$ cat config.mk
export PLATFORM = sky130hd
export DESIGN_NAME = pilot_tone_sequencer
export DESIGN_NICKNAME = d
export VERILOG_FILES = /design/src/rtl/pilot_tone_pkg.sv /design/src/rtl/pilot_tone_table.sv /design/src/rtl/pilot_tone_sequencer.sv
export SDC_FILE = /design/constraint.sdc
export NUM_CORES = 1
export LEC_CHECK = 0
export BUFFER_PORTS_ARGS = -buffer_cell sky130_fd_sc_hd__buf_2
export CAP_MARGIN = 20
export CORE_MARGIN = 2
export CORE_UTILIZATION = 60
export DETAILED_ROUTE_END_ITERATION = 12
export HOLD_SLACK_MARGIN = 0.15
export PLACE_DENSITY = 0.84
export SYNTH_ARGS = -nofsm -noshare
export SYNTH_HDL_FRONTEND = slang
export SYNTH_SLANG_ARGS = --single-unit
$ cat constraint.sdc
create_clock -name sysClk -period 3.5 [get_ports sysClk]
set_clock_uncertainty 0.15 [all_clocks]
set_input_delay 0.7 -clock sysClk [delete_from_list [all_inputs] [get_ports sysClk]]
set_output_delay 0.7 -clock sysClk [all_outputs]
set_load 0.02 [all_outputs]
$ cat src/rtl/pilot_tone_pkg.sv
// Shared definitions for the pilot-tone sequencer: FSM states, GPIO word
// field positions and the divider data packing.
package pilot_tone_pkg;

    localparam int unsigned PT_COUNTER_WIDTH = 10;

    localparam int unsigned WORD_TYPE_BIT   = 31;
    localparam int unsigned TABLE_INDEX_LSB = 27;
    localparam int unsigned HI_LSB          = 10;
    localparam int unsigned LO_LSB          = 0;
    localparam int unsigned CSR_RUN_BIT     = 0;
    localparam int unsigned CSR_ONESHOT_BIT = 1;
    localparam int unsigned CSR_LAST_LSB    = 8;

    typedef enum logic [1:0] {
        IDLE,
        FETCH,
        ISSUE,
        DWELL
    } ptState_t;

    function automatic logic [31:0] packPtData(input logic [PT_COUNTER_WIDTH-1:0] hi,
                                               input logic [PT_COUNTER_WIDTH-1:0] lo);
        return {{(32 - 2 * PT_COUNTER_WIDTH){1'b0}}, hi, lo};
    endfunction

endpackage

$ cat src/rtl/pilot_tone_table.sv
// Sequence table RAM: divider and dwell fields are written independently,
// one synchronous read port.
module pilot_tone_table
    import pilot_tone_pkg::*;
#(
    parameter int unsigned ADDR_WIDTH    = 3,
    parameter int unsigned DWELL_WIDTH   = 16,
    parameter int unsigned COUNTER_WIDTH = PT_COUNTER_WIDTH
) (
    input  logic                     sysClk,
    input  logic                     divWrite,
    input  logic                     dwellWrite,
    input  logic [ADDR_WIDTH-1:0]    writeIndex,
    input  logic [COUNTER_WIDTH-1:0] writeHi,
    input  logic [COUNTER_WIDTH-1:0] writeLo,
    input  logic [DWELL_WIDTH-1:0]   writeDwell,
    input  logic [ADDR_WIDTH-1:0]    readIndex,
    output logic [COUNTER_WIDTH-1:0] readHi,
    output logic [COUNTER_WIDTH-1:0] readLo,
    output logic [DWELL_WIDTH-1:0]   readDwell
);

    localparam int unsigned ENTRY_WIDTH = 2 * COUNTER_WIDTH + DWELL_WIDTH;

    logic [ENTRY_WIDTH-1:0] mem [2**ADDR_WIDTH];
    logic [ENTRY_WIDTH-1:0] readWord;

    always_ff @(posedge sysClk) begin
        if (divWrite) begin
            mem[writeIndex][ENTRY_WIDTH-1 -: 2*COUNTER_WIDTH] <= {writeHi, writeLo};
        end
        if (dwellWrite) begin
            mem[writeIndex][DWELL_WIDTH-1:0] <= writeDwell;
        end
        readWord <= mem[readIndex];
    end

    assign {readHi, readLo, readDwell} = readWord;

endmodule

$ cat src/rtl/pilot_tone_sequencer.sv
// Steps the pilot-tone divider through the table, dwelling on each entry for a
// programmed number of ticks; also forwards CPU manual divider writes when idle.
module pilot_tone_sequencer
    import pilot_tone_pkg::*;
#(
    parameter int unsigned ADDR_WIDTH    = 3,
    parameter int unsigned DWELL_WIDTH   = 16,
    parameter int unsigned COUNTER_WIDTH = PT_COUNTER_WIDTH
) (
    input  logic        sysClk,
    input  logic        sysReset,
    input  logic        csrStrobe,
    input  logic        tableStrobe,
    input  logic [31:0] GPIO_OUT,
    input  logic        tick,
    output logic [31:0] csr,
    output logic        ptStrobe,
    output logic [31:0] ptData,
    output logic        active
);

    localparam logic [3:0] MAX_INDEX = 4'((1 << ADDR_WIDTH) - 1);

    ptState_t                 state;
    logic [ADDR_WIDTH-1:0]    index;
    logic [3:0]               lastIndex;
    logic                     run;
    logic                     oneShot;
    logic                     done;
    logic                     reject;
    logic [DWELL_WIDTH-1:0]   dwellCount;
    logic [31:0]              ptDataReg;
    logic [31:0]              issueData;
    logic [COUNTER_WIDTH-1:0] readHi;
    logic [COUNTER_WIDTH-1:0] readLo;
    logic [DWELL_WIDTH-1:0]   readDwell;
    logic                     ctrlWrite;
    logic                     manualWrite;
    logic                     unusedGpio;

    function automatic logic [3:0] clampLast(input logic [3:0] req);
        return (req > MAX_INDEX) ? MAX_INDEX : req;
    endfunction

    assign ctrlWrite   = csrStrobe & ~GPIO_OUT[WORD_TYPE_BIT];
    assign manualWrite = csrStrobe &  GPIO_OUT[WORD_TYPE_BIT];
    assign unusedGpio  = ^GPIO_OUT;

    pilot_tone_table #(
        .ADDR_WIDTH   (ADDR_WIDTH),
        .DWELL_WIDTH  (DWELL_WIDTH),
        .COUNTER_WIDTH(COUNTER_WIDTH)
    ) table0 (
        .sysClk    (sysClk),
        .divWrite  (tableStrobe & ~GPIO_OUT[WORD_TYPE_BIT]),
        .dwellWrite(tableStrobe &  GPIO_OUT[WORD_TYPE_BIT]),
        .writeIndex(GPIO_OUT[TABLE_INDEX_LSB +: ADDR_WIDTH]),
        .writeHi   (GPIO_OUT[HI_LSB +: COUNTER_WIDTH]),
        .writeLo   (GPIO_OUT[LO_LSB +: COUNTER_WIDTH]),
        .writeDwell(GPIO_OUT[DWELL_WIDTH-1:0]),
        .readIndex (index),
        .readHi    (readHi),
        .readLo    (readLo),
        .readDwell (readDwell)
    );

    assign issueData = packPtData(readHi, readLo);

    always_ff @(posedge sysClk) begin
        if (sysReset) begin
            state      <= IDLE;
            index      <= '0;
            lastIndex  <= '0;
            run        <= 1'b0;
            oneShot    <= 1'b0;
            done       <= 1'b0;
            reject     <= 1'b0;
            dwellCount <= '0;
            ptStrobe   <= 1'b0;
            ptDataReg  <= '0;
        end else begin
            ptStrobe <= 1'b0;
            // Table read data is only valid in ISSUE, so hold what the divider just latched.
            if (state == ISSUE) begin
                ptDataReg <= issueData;
            end
            if (ctrlWrite) begin
                run       <= GPIO_OUT[CSR_RUN_BIT];
                oneShot   <= GPIO_OUT[CSR_ONESHOT_BIT];
                lastIndex <= clampLast(GPIO_OUT[CSR_LAST_LSB +: 4]);
                done      <= 1'b0;
                reject    <= 1'b0;
                if (GPIO_OUT[CSR_RUN_BIT]) begin
                    index      <= '0;
                    dwellCount <= '0;
                    state      <= FETCH;
                end else begin
                    state <= IDLE;
                end
            end else begin
                case (state)
                    IDLE: begin
                        if (manualWrite) begin
                            ptStrobe  <= 1'b1;
                            ptDataReg <= packPtData(GPIO_OUT[HI_LSB +: COUNTER_WIDTH],
                                                    GPIO_OUT[LO_LSB +: COUNTER_WIDTH]);
                        end
                    end
                    FETCH: begin
                        if (run) begin
                            state    <= ISSUE;
                            ptStrobe <= 1'b1;
                        end else begin
                            state <= IDLE;
                        end
                    end
                    ISSUE: begin
                        dwellCount <= readDwell;
                        state      <= DWELL;
                    end
                    DWELL: begin
                        if (tick && dwellCount != '0) begin
                            dwellCount <= dwellCount - 1'b1;
                            if (dwellCount == DWELL_WIDTH'(1)) begin
                                if (index == lastIndex[ADDR_WIDTH-1:0]) begin
                                    index <= '0;
                                    if (oneShot) begin
                                        state <= IDLE;
                                        run   <= 1'b0;
                                        done  <= 1'b1;
                                    end else begin
                                        state <= FETCH;
                                    end
                                end else begin
                                    index <= index + 1'b1;
                                    state <= FETCH;
                                end
                            end
                        end
                    end
                    default: state <= IDLE;
                endcase
                if (manualWrite && state != IDLE) begin
                    reject <= 1'b1;
                end
            end
        end
    end

    assign ptData = (state == ISSUE) ? issueData : ptDataReg;
    assign active = (state != IDLE);
    assign csr    = {active, done, reject, 1'b0, 4'(index), lastIndex, 4'b0, 16'(dwellCount)};

endmodule

Word-level counts from Yosys, hierarchy flattened. Memories as Yosys holds them, arrays and structs flattened. A register that Yosys moved wholly into a read port is not among the register bits. Cells that the tools add are included.

Register bits: 62. Memory bits (writable): 288. Input port bits: 37. Output and inout port bits: 66. Logic and storage cells: 81. Memories kept: 1.

Memories: table0.mem (words 8, width 36, read ports 1, clocked after memory_dff 1, wr ports 1, line pilot_tone_table.sv:25) `logic [ENTRY_WIDTH-1:0] mem [2**ADDR_WIDTH];`.

Add/subtract/negate cells: 2. Magnitude comparators: 1. Equality and inequality tests: 8. Multiplexer cells: 36. Bitwise logic cells: 5. Reductions and logical operators: 18.

Operators with widths (number): $mux 32 (4); $mux 16 (3); $pmux 16 s2 (1); $mux 3 (6); $eq 16x1->1 const B (1); $reduce_bool 16->1 (1); $sub 16x1->16 const B (1); $mux 1 (14); $reduce_bool 2->1 (6); $mux 2 (5); $reduce_and 5->1 (2); $ne 3x3->1 const B (2); $pmux 2 s3 (1); $reduce_and 3->1 (2); $and 1x1->1 (4); $eq 2x2->1 const B (2); $gt 4x3->1 const B (1); $mux 4 (1); $reduce_and 4->1 (1); $reduce_bool 4->1 (1); $add 3x1->3 const B (1); $eq 3x3->1 (1); $reduce_bool 3->1 (1); $eq 2x1->1 const B (1); 6 further kinds (7).

Logic depth before layout (Yosys ltp).
Word-level depth: 6. Gate-level depth with buffers: 10.

Cells and area by module. From an unflattened synthesis, not the netlist that was laid out.

Cells, all modules: 920. Area, all modules: 15109.5 um^2.

By module, submodules not included: pilot_tone_table (instances 1, cells each 475, area each 11905.2 um^2, seq. area each 9369.0 um^2); pilot_tone_sequencer (instances 1, cells each 445, area each 3204.3 um^2, seq. area each 1241.2 um^2).

Worst setup path after synthesis. No wires, ideal clock.

Kind: input to register. Start point: input GPIO_OUT[29]. End point: memory table0.mem[0][16] (netlist bit) (enable). Arrival time: 2.614 ns. Data required time: 2.928 ns. Path slack: 0.314 ns. Cell stages on the path: 2. Buffers on the path: 0. Cells stage by stage: or3b_2 > nor3_1.

RTL lines: start: declaration (line pilot_tone_sequencer.sv:14) `input logic [31:0] GPIO_OUT,`; end: declaration (line pilot_tone_table.sv:25).

No word-level cell before the write port.

Final worst setup path.
Start point: register state[0]. End point: output ptData[11].

Longest elaborated chain between the ends: 2.

RTL lines: start: declaration (line pilot_tone_sequencer.sv:24) `ptState_t state;`; start signal: assignment (line pilot_tone_sequencer.sv:71) `state <= IDLE;`; start signal: assignment (line pilot_tone_sequencer.sv:96) `state <= FETCH;`; start signal: assignment (line pilot_tone_sequencer.sv:98) `state <= IDLE;`; $eq 2x2->1 (line pilot_tone_sequencer.sv:150) `assign ptData = (state == ISSUE) ? issueData : ptDataReg;`; $mux 32 (line pilot_tone_sequencer.sv:150); end: declaration (line pilot_tone_sequencer.sv:18) `output logic [31:0] ptData,`.

Every way passes these cells.

==> impl_metrics.toml <==
[outcome]
outcome = "finished clean"

[yosys]
synth-edff-count = 288
netlist_area_um2 = 14600
synth_cell_type_count = 50
synth_compound_area_share_pct = 3.51
syn_inst = 904
synth_top_family_by_area = "multiplexers"
synth_simple_gate_area_share_pct = 7.29
synth_commonest_cells = "288 x edfxtp_1, 98 x dfxtp_1, 93 x nand2_1"
yosys_warnings = 0
ys_seq_elements = 386
synth_seq_area_share_pct = 72.5
synth_area_leaders = "edfxtp_1 59%, dfxtp_1 13%, mux4_2 11%, mux2_2 2.8%, nand2_1 2.4%"
synth_mux_area_share_pct = 13.9
async_reset_ff_share_pct = 0
synthAdderAreaFrac_pct = 0.257
synth_top_area_share_pct = 59.1
synth.most_common_cell = "edfxtp_1"
syn_avg_cell_area_um2 = 16.2
synth_top_flop_cell = "edfxtp_1"
synth_xor_area_share_pct = 0.359
yosysTopAreaCell = "edfxtp_1"

[clock_network]
clockRootBuffer = "clkbuf_16"
clkLatencyLatePin_ns = 0.52
htree_levels = 2
clock_path_buffers = 3
postCtsResizedCells = 0
path_clk_slew_ns = 0.06
post-cts-setup-buffers = 0
cts_sinks = 386
cts_hold_buf = 0
tritoncts.num_buffers = 36
cts_tree = "done"

[sta]
fin_crit_sh_pct = 83.7
setup_viol = 0
rsz0062_at_grt = "false"
setup_slack_ns = 0.569
relSlewSlack_pct = 45.3
whs_ns = 0.294
worstMarginPinSlew_ns = 0.820
drv_slew = 0
fmax_ghz = 0.341
min_period_ns = 2.93
finalSetupTns_ns = 0
hold_violations = 0

[routing]
vias = 8323
drc_errors = 0
first_pass_iters = 5
drt_iter0_markers = 1016
viasPerCell = 6.12
ant_nets = 0
routed_wirelength_mm = 31.4
wire_per_inst_um = 23.1

[global_route]
grt_pass1_wl_mm = 47.7
grt_usage_pct = 24.7
first_global_vias = 8376
grt_max_degree = 42
grt_antenna_before_repair = 1
grt.overflow.total = 0

[power]
power_leakage_nw = 6.00
vdd_drop_max_uv = 298
p_per_area_nw_per_um2 = 566

[setup_path]
required_ns = 2.65
cp_slowest_stage_delay_ns = 0.52
critPathMaxFanout = 32
worstSetupPathType = "flop to primary output"
end_kind = "primary output"
cp_slowest_cell = "dfxtp_1"
crit_path_start_kind = "flop"
worstPathCellList = "nand2b_1, buf_4, nand2_1, nand2_1, buf_2"
arrival_ns = 2.08
cp_common_cell = "nand2_1"

[place]
port_buffers = 88
place_ws_ns = 0.725
dp.cells = 1294
place_congestion = 0.866
dp_hpwl_mm = 17.6

[die]
die_height_um = 160
floorplan.initialDensity_pct = 60.7
row_count = 57
die_area_um2 = 25700
io_pins = 103
core_area_um2 = 24100
dieWidth_um = 160

[cells_and_area]
finalNetCount = 1048
area.growth.synth_to_final_pct = 14.6
stdcell_count = 1361
drive_gt1_share_pct = 29.1
fin_util_pct = 69.5
fill_cells = 1471

[min_path]
min-delay-path-class = "flop to flop"

[run]
cap_violations = 0
final timing paths:
kind                                            startpoint                          to  slack (ns)  cells after the start
worst max register to register  dwellCount[0]$_SDFFE_PP0P_  dwellCount[6]$_SDFFE_PP0P_        0.70                      9
worst min-delay path              ptDataReg[26]$_SDFF_PP0_    ptDataReg[26]$_SDFF_PP0_        0.29                      2
worst max-delay path                 state[0]$_SDFFE_PP0P_                  ptData[11]        0.57                      5
worst min register to register    ptDataReg[26]$_SDFF_PP0_    ptDataReg[26]$_SDFF_PP0_        0.29                      2
final cells by class:
cell class | instances | area [µm²] | share of cell area [%]
inverters | 20 | 75.1 | 0.448
clock buffers | 53 | 1060 | 6.31
clock inverters | 13 | 173 | 1.03
repair buffers | 117 | 683 | 4.07
diodes | 1 | 2.50 | 0.0149
well taps | 324 | 405 | 2.42
multi-input cells | 447 | 3750 | 22.4
flip-flops and latches | 386 | 10600 | 63.3
cell families (layout without fill, tap and decap cells):
family / count (synthesis) / in the layout
DFF: 386 / 386
other: 1 / 7
buffers and inverters: 76 / 203
adders and majority gates: 3 / 3
muxes: 108 / 108
AOI/OAI and AO/OA: 88 / 88
and+or+nand+nor: 236 / 236
xor gates and xnor gates: 6 / 6
critical path, delay by kind of cell, from the launching register on:
kind,cells,cell delay [ns]
flops,1,0.52
buf+inv,2,0.56
simple gates,3,0.48
sequential cells by signal, summed over array words and instances, names as in the netlist:
register and flops:
state 2, lastIndex 4, table0.readWord 36, done 1
reject 1, oneShot 1, run 1, table0.mem 288
index 3, ptDataReg 32, dwellCount 16, ptStrobe 1
metrics by stage:
stage	area (µm²)	total power, mW
after floorplan	14700	5.38
after global placement	15500	5.52
after detailed placement	15500	5.55
after CTS	16800	9.53
after global routing	16800	9.72
final	16800	9.49
routing by layer:
metal | routed length, µm | track usage, % | share of wire, %
met3 | 2470 | 3.84 | 7.9
met4 | 984 | 9.71 | 3.1
met1 | 12200 | 32.8 | 39
met2 | 15800 | 41.8 | 50
met5 | 0 | 0 | 0
placed cells by master (no fill, tap or decap), types with 11 or more instances in the layout:
| cell type | n |
|---|---|
| a21oi_1 | 22 |
| buf_2 | 88 |
| buf_4 | 27 |
| clkbuf_16 | 38 |
| dfxtp_1 | 95 |
| edfxtp_1 | 288 |
| inv_1 | 20 |
| mux2_2 | 36 |
| mux4_2 | 72 |
| nand2_1 | 93 |
| nand3_1 | 23 |
| nor2_1 | 66 |
| nor3_1 | 11 |
| o21ai_0 | 40 |
power breakdown:
part / switching, mW / internal [mW] / total (mW)
clock network: 1.62 / 2.40 / 4.03
registers: 0.0432 / 5.02 / 5.06
logic: 0.277 / 0.125 / 0.402
total: 1.94 / 7.54 / 9.49
Note: power is estimated with default switching activity, not from simulation.
